--- src/rtl/div_pkg.sv ---
// Shared types and helpers for the sequential restoring divider.
// The helpers take a fixed 32-bit argument so that any WIDTH up to 32 can reuse them through truncation.
package div_pkg;

   typedef enum logic [1:0] {IDLE, RUN, FINISH} div_state_e;

   // Iteration counter width; it must hold WIDTH-1, with at least one bit.
   function automatic int cnt_width(input int width);
      return (width < 2) ? 1 : $clog2(width);
   endfunction

   function automatic logic [31:0] neg_val(input logic [31:0] x);
      return ~x + 32'd1;
   endfunction

   // The sign bit sits at position width-1; upper bits are ignored by the caller's truncation.
   function automatic logic [31:0] abs_val(input logic [31:0] x, input int width);
      return ((x & (32'd1 << (width - 1))) != 32'd0) ? neg_val(x) : x;
   endfunction

endpackage

--- src/rtl/divisor_secuencial_param.sv ---
// Multi-cycle restoring divider with a start/busy/done handshake and divide-by-zero reporting.
// Signed mode divides magnitudes, then fixes the signs when the result is written.
module divisor_secuencial_param
   import div_pkg::*;
#(
   parameter int WIDTH      = 8,
   parameter int SIGNED_DIV = 0
) (
   input  logic             clk,
   input  logic             rst,
   input  logic             start,
   input  logic [WIDTH-1:0] dividend,
   input  logic [WIDTH-1:0] divisor,
   output logic             busy,
   output logic             done,
   output logic [WIDTH-1:0] quotient,
   output logic [WIDTH-1:0] remainder,
   output logic             div_by_zero
);

   localparam int CNT_W = cnt_width(WIDTH);

   div_state_e       state, state_nx;
   logic [CNT_W-1:0] cnt;
   logic [WIDTH-1:0] rem_r, quo_r, dvs_r, raw_a;
   logic             sign_a, sign_b, dz_r;
   logic [WIDTH:0]   trial, diff;
   logic [WIDTH-1:0] q_fix, r_fix;

   // quo_r starts as the dividend magnitude and fills with quotient bits as it shifts out.
   assign trial = {rem_r, quo_r[WIDTH-1]};
   assign diff  = trial - {1'b0, dvs_r};

   always_ff @(posedge clk or posedge rst) begin
      if (rst) state <= IDLE;
      else     state <= state_nx;
   end

   always_comb begin
      state_nx = state;
      busy     = (state != IDLE);
      case (state)
         IDLE:    if (start) state_nx = (divisor == '0) ? FINISH : RUN;
         RUN:     if (cnt == '0) state_nx = FINISH;
         FINISH:  state_nx = IDLE;
         default: state_nx = IDLE;
      endcase
   end

   // Quotient is negative when operand signs differ; remainder follows the dividend's sign.
   always_comb begin
      q_fix = quo_r;
      r_fix = rem_r;
      if (SIGNED_DIV != 0) begin
         if (sign_a ^ sign_b) q_fix = WIDTH'(neg_val(32'(quo_r)));
         if (sign_a)          r_fix = WIDTH'(neg_val(32'(rem_r)));
      end
   end

   always_ff @(posedge clk or posedge rst) begin
      if (rst) begin
         cnt         <= '0;
         rem_r       <= '0;
         quo_r       <= '0;
         dvs_r       <= '0;
         raw_a       <= '0;
         sign_a      <= 1'b0;
         sign_b      <= 1'b0;
         dz_r        <= 1'b0;
         done        <= 1'b0;
         quotient    <= '0;
         remainder   <= '0;
         div_by_zero <= 1'b0;
      end else begin
         done <= 1'b0;
         case (state)
            IDLE: begin
               if (start) begin
                  raw_a  <= dividend;
                  dz_r   <= (divisor == '0);
                  sign_a <= (SIGNED_DIV != 0) && dividend[WIDTH-1];
                  sign_b <= (SIGNED_DIV != 0) && divisor[WIDTH-1];
                  quo_r  <= (SIGNED_DIV != 0) ? WIDTH'(abs_val(32'(dividend), WIDTH)) : dividend;
                  dvs_r  <= (SIGNED_DIV != 0) ? WIDTH'(abs_val(32'(divisor), WIDTH)) : divisor;
                  rem_r  <= '0;
                  cnt    <= CNT_W'(WIDTH - 1);
               end
            end
            RUN: begin
               if (!diff[WIDTH]) begin
                  rem_r <= diff[WIDTH-1:0];
                  quo_r <= {quo_r[WIDTH-2:0], 1'b1};
               end else begin
                  rem_r <= trial[WIDTH-1:0];
                  quo_r <= {quo_r[WIDTH-2:0], 1'b0};
               end
               if (cnt != '0) cnt <= cnt - 1'b1;
            end
            FINISH: begin
               done        <= 1'b1;
               div_by_zero <= dz_r;
               quotient    <= dz_r ? '1 : q_fix;
               remainder   <= dz_r ? raw_a : r_fix;
            end
            default: ;
         endcase
      end
   end

endmodule

--- config.mk ---
export PLATFORM = sky130hd
export DESIGN_NAME = divisor_secuencial_param
export DESIGN_NICKNAME = d
export VERILOG_FILES = /design/src/rtl/div_pkg.sv /design/src/rtl/divisor_secuencial_param.sv
export SDC_FILE = /design/constraint.sdc
export NUM_CORES = 1
export LEC_CHECK = 0
export BUFFER_PORTS_ARGS = -buffer_cell sky130_fd_sc_hd__buf_2
export CORE_AREA = 5 5 56 94
export CTS_BUF_LIST = sky130_fd_sc_hd__clkbuf_4 sky130_fd_sc_hd__clkbuf_8
export CTS_CLUSTER_DIAMETER = 200
export DETAILED_ROUTE_END_ITERATION = 16
export DIE_AREA = 0 0 61 99
export PLACE_DENSITY_LB_ADDON = 0.2
export SETUP_SLACK_MARGIN = 0.5
export SLEW_MARGIN = 0
export SYNTH_ARGS = -nofsm -noshare
export SYNTH_HDL_FRONTEND = slang
export SYNTH_SLANG_ARGS = --single-unit
export TNS_END_PERCENT = 1
--- constraint.sdc ---
create_clock -name clk -period 3.8 [get_ports clk]
set_input_delay 0.19 -clock clk [delete_from_list [all_inputs] [get_ports clk]]
set_output_delay 0.19 -clock clk [all_outputs]
set_load 0.02 [all_outputs]
==> out/metrics.yaml, run 1 <==
clock_network:
  postCtsHoldBufs: 0
  cts_buffers: 5
  cts_root_buf: "clkbuf_8"
  clk_latency_ns: 0.31
  clock_sinks: 56
  tritoncts: "yes"
  ctsLongestPathBuffers: 2
  cts_htree_levels: 2
  path_clk_slew_ns: 0.10
  ctsResizeCount: 0
  cts_setup_buffers: 0
placed_design:
  port-buffer-count: 37
  gp_congestion: 0.864
  place_hpwl_um: 3810
  dp_cells: 361
floorplanning:
  die_h_um: 99
  io_pins: 38
  dieWidth_um: 61
  dieArea_um2: 6040
  initial_core_util_pct: 61.3
  core_um2: 4400
  row_count: 32
routing:
  drc: 0
  drt-wirelength-per-cell_um: 14.7
  route.antenna.remaining_nets: 0
  viasPerCell: 5.55
  dr.first_iter.drc_count: 67
  via_count: 2048
  firstDrtPassIters: 5
  drt_wl_total_um: 5430
sta:
  finalCritPeriodShare_pct: 66.0
  slew_viol_final: 0
  worst_slew_pin_slew_ns: 0.899
  setup_viol: 0
  hold_viol_final: 0
  period_needed_ns: 2.51
  tns_ns: 0
  rsz0062_at_grt: "false"
  slew_headroom_pct: 40.0
  clock.fmax_mhz: 399
  skew_ns: 0.0103
flow_run:
  cap_violations: 0
layout:
  syn_to_final_growth_pct: 12.0
  diodes: 0
  drive_above_1_share_pct: 17.9
  final_nets: 347
  layoutNonFillerInstCount: 369
power:
  ir_worst_vdd_uv: 618
  p_comb_share_pct: 51.0
  intPower_uw: 1710
  powerDensity_nw_per_um2: 979
  p_sw_uw: 1250
  p_clk_share_pct: 13.8
  switching_share_pct: 42.1
  seq_power_share_pct: 35.2
  p_leak_uw: 0.00154
critical_path:
  path_class: "register to register"
  startpoint_type: "register"
  regToRegSetupSlack_ns: 1.29
  rr_endpoint: "r_fix[0]$_DFFE_PP0P_"
  r2r-start: "q_fix[7]$_DFFE_PP0P_"
  cp_num_buf_inv: 2
  crit_top_cell: "inv_1"
  cp_cell_sequence: "inv_1, ha_1, inv_1, fa_1, a21oi_1, o211ai_2, nand2_2, xor2_4, mux2_4, o21ai_2"
  cp_max_fo: 10
  cp_data_arrival_time_ns: 2.74
  reg2reg_depth: 10
  slowest_delay_ns: 0.40
  end_kind: "register"
  required_ns: 4.03
  critPathTopFamily: "adder cells"
  cp_slowest_cell: "dfrtp_1"
synth:
  synth_nets: 314
  yosysUniqueCellTypes: 38
  synth_edf_count: 0
  seq_area_frac_synth_pct: 51.9
  synth_mux_area_share_pct: 6.16
  synth_compound_area_share_pct: 12.6
  synthAdderAreaFrac_pct: 5.38
  synthFlopType: "dfrtp_1"
  synthSimpleGateAreaFrac_pct: 16.1
  synthArstFlopShare_pct: 100
  ys_warn_count: 0
  synth_area_um2: 2700
  netlist_instances: 284
  synth_top_family_by_area: "simple AND/OR/NAND/NOR gates"
  synth_xor_area_share_pct: 2.97
  avgSynthCellArea_um2: 9.51
  synth-seq-cells: 56
global_routing:
  overflow: 0
  grt_pass1_wl_um: 9100
  antenna_found_initial: 0
  grt_max_degree: 57
  first_global_vias: 2004
  gr-usage-all-layers_pct: 19.8
status:
  status: "complete, no violations"
worst_hold_path:
  hold_class: "primary input to asynchronous set/reset pin"
[metal layers]
| metal | up-vias | share of wire, % | track usage, % |
|---|---|---|---|
| met5 | - | 0 | 0 |
| met3 | 9 | 4.3 | 3.41 |
| met2 | 50 | 53 | 34.9 |
| met4 | 0 | 2.4 | 7.01 |
| met1 | 978 | 40 | 23.3 |
| li1 | 1011 | - | - |
[stage by stage]
| stage | hold slack, ns | util, % | setup slack (ns) | area [um2] | power [uW] |
|---|---|---|---|---|---|
| 4_1_cts | 0.0852 | 68.7 | 1.28 | 3020 | 2980 |
| 3_3_place_gp | 0.400 | 65.9 | 1.39 | 2900 | 2500 |
| 5_1_grt | 0.0815 | 68.7 | 1.12 | 3020 | 3210 |
| 3_5_place_dp | 0.406 | 65.9 | 1.30 | 2900 | 2560 |
| 6_report | 0.0572 | 68.7 | 1.29 | 3020 | 2960 |
| 2_1_floorplan | 0.295 | - | 1.54 | 2700 | 2240 |
[worst max path at each step]
stage	start	endpoint	slack, ns	cells past startpoint
after global routing	q_fix[7]$_DFFE_PP0P_	r_fix[0]$_DFFE_PP0P_	1.12	10
final	q_fix[7]$_DFFE_PP0P_	r_fix[0]$_DFFE_PP0P_	1.29	10
after global placement	q_fix[7]$_DFFE_PP0P_	r_fix[0]$_DFFE_PP0P_	1.39	10
after floorplan	q_fix[7]$_DFFE_PP0P_	r_fix[0]$_DFFE_PP0P_	1.54	10
after CTS	q_fix[7]$_DFFE_PP0P_	r_fix[0]$_DFFE_PP0P_	1.28	10
after detailed placement	q_fix[7]$_DFFE_PP0P_	r_fix[0]$_DFFE_PP0P_	1.30	10
[registers in the layout, summed over array words and instances (netlist names)]
| signal | count |
|---|---|
| cnt | 3 |
| div_by_zero | 1 |
| done | 1 |
| dvs_r | 8 |
| dz_r | 1 |
| q_fix | 8 |
| quotient | 8 |
| r_fix | 8 |
| raw_a | 8 |
| remainder | 8 |
| state | 2 |
[cell type report]
type | count | area, um2
Tap cell | 51 | 63.8
Sequential cell | 56 | 1400
Fill cell | 363 | 1380
Clock inverter | 2 | 38.8
Inverter | 17 | 63.8
Multi-Input combinational cell | 197 | 1170
Timing Repair Buffer | 40 | 208
Clock buffer | 6 | 82.6
[power by group through the flow]
| stage | Sequential (uW) | Clock [uW] | Combinational [uW] |
|---|---|---|---|
| 2_1_floorplan | 1100 | 0 | 1140 |
| 3_3_place_gp | 1040 | 0 | 1460 |
| 3_5_place_dp | 1050 | 0 | 1510 |
| 4_1_cts | 1040 | 415 | 1520 |
| 5_1_grt | 1080 | 436 | 1700 |
| 6_report | 1040 | 408 | 1510 |
[logic make-up (layout without fill, tap and decap cells)]
group	count (synthesis)	in the layout
flip-flops	56	56
XOR/XNOR	7	7
buffers and inverters	31	65
multiplexers	16	16
adder cells (fa/ha/maj)	11	11
AO/OA/AOI/OAI	58	58
AND/OR/NAND/NOR	105	105
[worst register-to-register path, stage by stage (launching register included)]
cell and delay, ns:
dfrtp_1 0.40, inv_1 0.09, ha_1 0.16, inv_1 0.05, fa_1 0.40, a21oi_1 0.28, o211ai_2 0.12, nand2_2 0.12
xor2_4 0.37, mux2_4 0.34, o21ai_2 0.10
[cell usage after synthesis (2+ instances only)]
master / count / area [um2]
a21oi_1: 7 / 35.0
a22oi_1: 7 / 52.6
a31oi_1: 2 / 12.5
buf_6: 2 / 22.5
clkbuf_1: 11 / 41.3
dfrtp_1: 56 / 1400
ha_1: 10 / 125
inv_1: 17 / 63.8
mux2i_1: 14 / 140
nand2_1: 71 / 267
nand2b_1: 2 / 12.5
nand3_1: 7 / 35.0
nor2_1: 15 / 56.3
nor2b_1: 2 / 12.5
o21ai_0: 28 / 140
o21ai_1: 6 / 30.0
or4_1: 2 / 15.0
xnor2_1: 2 / 17.5
xor2_1: 4 / 35.0
[placed cells by master, fill, tap and decap left out, types with 2 or more instances in the layout]
master / instances
nor2b_1: 2
o21ai_1: 6
a22oi_1: 7
or4_1: 2
dfrtp_1: 56
a31oi_1: 2
buf_4: 3
nand2b_1: 2
inv_1: 16
xnor2_1: 2
mux2i_1: 14
a21oi_1: 7
o21ai_0: 28
nor2_1: 15
xor2_1: 4
nand3_1: 7
clkbuf_8: 6
buf_2: 37
ha_1: 10
nand2_1: 71
Power figures use the tool's default switching activity.
==> inputs of run 2 (changes only) <==
--- a/config.mk
+++ b/config.mk
@@ -6,11 +6,11 @@
 export NUM_CORES = 1
 export LEC_CHECK = 0
 export BUFFER_PORTS_ARGS = -buffer_cell sky130_fd_sc_hd__buf_2
-export CORE_AREA = 5 5 56 94
+export CORE_AREA = 5 5 58 98
 export CTS_BUF_LIST = sky130_fd_sc_hd__clkbuf_4 sky130_fd_sc_hd__clkbuf_8
 export CTS_CLUSTER_DIAMETER = 200
 export DETAILED_ROUTE_END_ITERATION = 16
-export DIE_AREA = 0 0 61 99
+export DIE_AREA = 0 0 63 103
 export PLACE_DENSITY_LB_ADDON = 0.2
 export SETUP_SLACK_MARGIN = 0.5
 export SLEW_MARGIN = 0
==> constraint.sdc (replaced) <==
create_clock -name clk -period 2.37 [get_ports clk]
set_input_delay 0.1185 -clock clk [delete_from_list [all_inputs] [get_ports clk]]
set_output_delay 0.1185 -clock clk [all_outputs]
set_load 0.02 [all_outputs]
==> out/metrics.yaml, run 2 (synthesized netlist as in run 1, its figures left out) <==
sta:
  slew_viol_final: 0  # unchanged
  clock.fmax_mhz: 445  # +12%
  skew_ns: 0.00880  # -0.00149 ns
  hold_viol_final: 0  # unchanged
  worst_slew_pin_slew_ns: 0.796  # -0.103 ns
  tns_ns: 0  # unchanged
  finalCritPeriodShare_pct: 94.9  # +29 points
  period_needed_ns: 2.25  # -0.261 ns
  setup_viol: 0  # unchanged
  slew_headroom_pct: 46.8  # +6.9 points
  rsz0062_at_grt: "true"
critical_path:
  crit_top_cell: "inv_1"
  cp_max_fo: 3  # -7
  path_class: "register to register"
  required_ns: 2.61  # -1.42 ns
  cp_cell_sequence: "inv_1, ha_1, inv_1, fa_2, a21oi_4, o211ai_2, nand2_2, xor2_4, buf_4, mux2_4, o21ai_2"
  rr_endpoint: "r_fix[0]$_DFFE_PP0P_"
  reg2reg_depth: 11  # +1
  cp_slowest_cell: "dfrtp_1"
  cp_num_buf_inv: 3  # +1
  cp_data_arrival_time_ns: 2.49  # -0.25 ns
  end_kind: "register"
  regToRegSetupSlack_ns: 0.12  # -1.17 ns
  r2r-start: "q_fix[7]$_DFFE_PP0P_"
  critPathTopFamily: "adder cells"
  slowest_delay_ns: 0.39  # about the same
  startpoint_type: "register"
floorplanning:
  core_um2: 4890  # +11%
  io_pins: 38  # unchanged
  row_count: 34  # +6.3%
  initial_core_util_pct: 55.2  # -6.1 points
  dieArea_um2: 6490  # +7.5%
  dieWidth_um: 63  # +3.3%
  die_h_um: 103  # +4.0%
routing:
  viasPerCell: 5.41  # -2.6%
  firstDrtPassIters: 4  # -1
  route.antenna.remaining_nets: 0  # unchanged
  via_count: 2049  # +0.049%
  drt_wl_total_um: 5370  # -0.99%
  dr.first_iter.drc_count: 46  # -31%
  drc: 0  # unchanged
  drt-wirelength-per-cell_um: 14.2  # -3.6%
worst_hold_path:
  holdPathStages: 3
  hold_class: "primary input to register"
  whs_endpoint: "raw_a[4]$_DFFE_PP0P_"
  hp-start: "dividend[4]"
global_routing:
  grt_max_degree: 35  # -39%
  gr-usage-all-layers_pct: 17.5  # -2.3 points
  antenna_found_initial: 0  # unchanged
  overflow: 0  # unchanged
  grt_pass1_wl_um: 9110  # about the same
  first_global_vias: 2018  # +0.70%
power:
  ir_worst_vdd_uv: 935  # +51%
  powerDensity_nw_per_um2: 1620  # +66%
  p_leak_uw: 0.00158  # +2.7%
placed_design:
  port-buffer-count: 37  # unchanged
  dp_cells: 370  # +2.5%
  place_hpwl_um: 3960  # +4.0%
  gp_congestion: 0.822  # -4.9%
  placed_area_um2: 2960  # +1.9%
layout:
  final_nets: 355  # +2.3%
  diodes: 0  # unchanged
  final-seq-area_um2: 1400  # unchanged
  final_common_cell: "nand2_1"
  mostFrequentLayoutCells: "nand2_1 (71), dfrtp_1 (56), buf_2 (37), o21ai_0 (28), inv_1 (16)"
  final_util_pct: 63.8  # -4.9 points
  multi_input_area_um2: 1180  # +1.5%
  n_fill_cell: 422  # +16%
  syn_to_final_growth_pct: 15.5
  layoutNonFillerInstCount: 379  # +2.7%
  drive_above_1_share_pct: 20.3  # +2.4 points
  finish.instance_area_um2: 3120  # +3.1%
clock_network:
  tritoncts: "yes"
  cts_root_buf: "clkbuf_8"
  ctsLongestPathBuffers: 2  # unchanged
  cts_buffers: 5  # unchanged
  cts_htree_levels: 2  # unchanged
  path_clk_slew_ns: 0.10  # about the same
  clk_latency_ns: 0.30  # about the same
  clock_sinks: 56  # unchanged
status:
  status: "complete, no violations"
flow_run:
  cap_violations: 0  # unchanged
## run 2: repair_timing
action                                 CTS  global route
setup endpoints to repair                9            11
resized for setup                        2             1
hold buffers                             1             0
setup buffers                            0             1
pin swaps                                0             0
endpoints found under the hold margin   26             0
cloned                                   0             0
## run 2: layout make-up
cell class	count	share of cell area [%]
Clock buffer	5	2.21
Clock inverter	2	1.93
Inverter	17	2.05
Multi-Input combinational cell	197	37.9
Sequential cell	56	44.9
Tap cell	54	2.17
Timing Repair Buffer	48	8.78
## run 2: through the flow
stage	hold slack, ns	total power, uW	worst slack (ns)
after detailed placement	0.212	4260	0.184
final	0.0177	5070	0.122
after global placement	0.211	4180	0.242
after global routing	0.0186	5530	0.0100
after floorplan	0.224	3610	0.219
after CTS	0.0149	5050	0.181
## run 2: worst max path at each step
stage | slack, ns | end | depth (start not counted) | start
after global routing | 0.01 | r_fix[1]$_DFFE_PP0P_ | 11 | q_fix[7]$_DFFE_PP0P_
after detailed placement | 0.18 | r_fix[4]$_DFFE_PP0P_ | 11 | q_fix[7]$_DFFE_PP0P_
after CTS | 0.18 | r_fix[1]$_DFFE_PP0P_ | 11 | q_fix[7]$_DFFE_PP0P_
after floorplan | 0.22 | r_fix[0]$_DFFE_PP0P_ | 10 | q_fix[7]$_DFFE_PP0P_
final | 0.12 | r_fix[0]$_DFFE_PP0P_ | 11 | q_fix[7]$_DFFE_PP0P_
after global placement | 0.24 | r_fix[3]$_DFFE_PP0P_ | 11 | q_fix[7]$_DFFE_PP0P_
## run 2: power by group
part           switching [uW]  internal (uW)
combinational            1470           1220
clock                     295            416
sequential                278           1390
total                    2050           3020
## run 2: metal layers
metal  global-route usage [%]  vias up  wire [um]
met5                        0        -          0
li1                         -     1028          -
met3                     3.16       15        196
met1                     19.6      967       2200
met4                     7.84        0        137
met2                     32.1       39       2840
## run 2: worst reg2reg max path, stage by stage (launching register included)
cell,delay [ns]
dfrtp_1,0.39
inv_1,0.09
ha_1,0.19
inv_1,0.07
fa_2,0.37
a21oi_4,0.16
o211ai_2,0.09
nand2_2,0.12
xor2_4,0.19
buf_4,0.14
mux2_4,0.29
o21ai_2,0.10
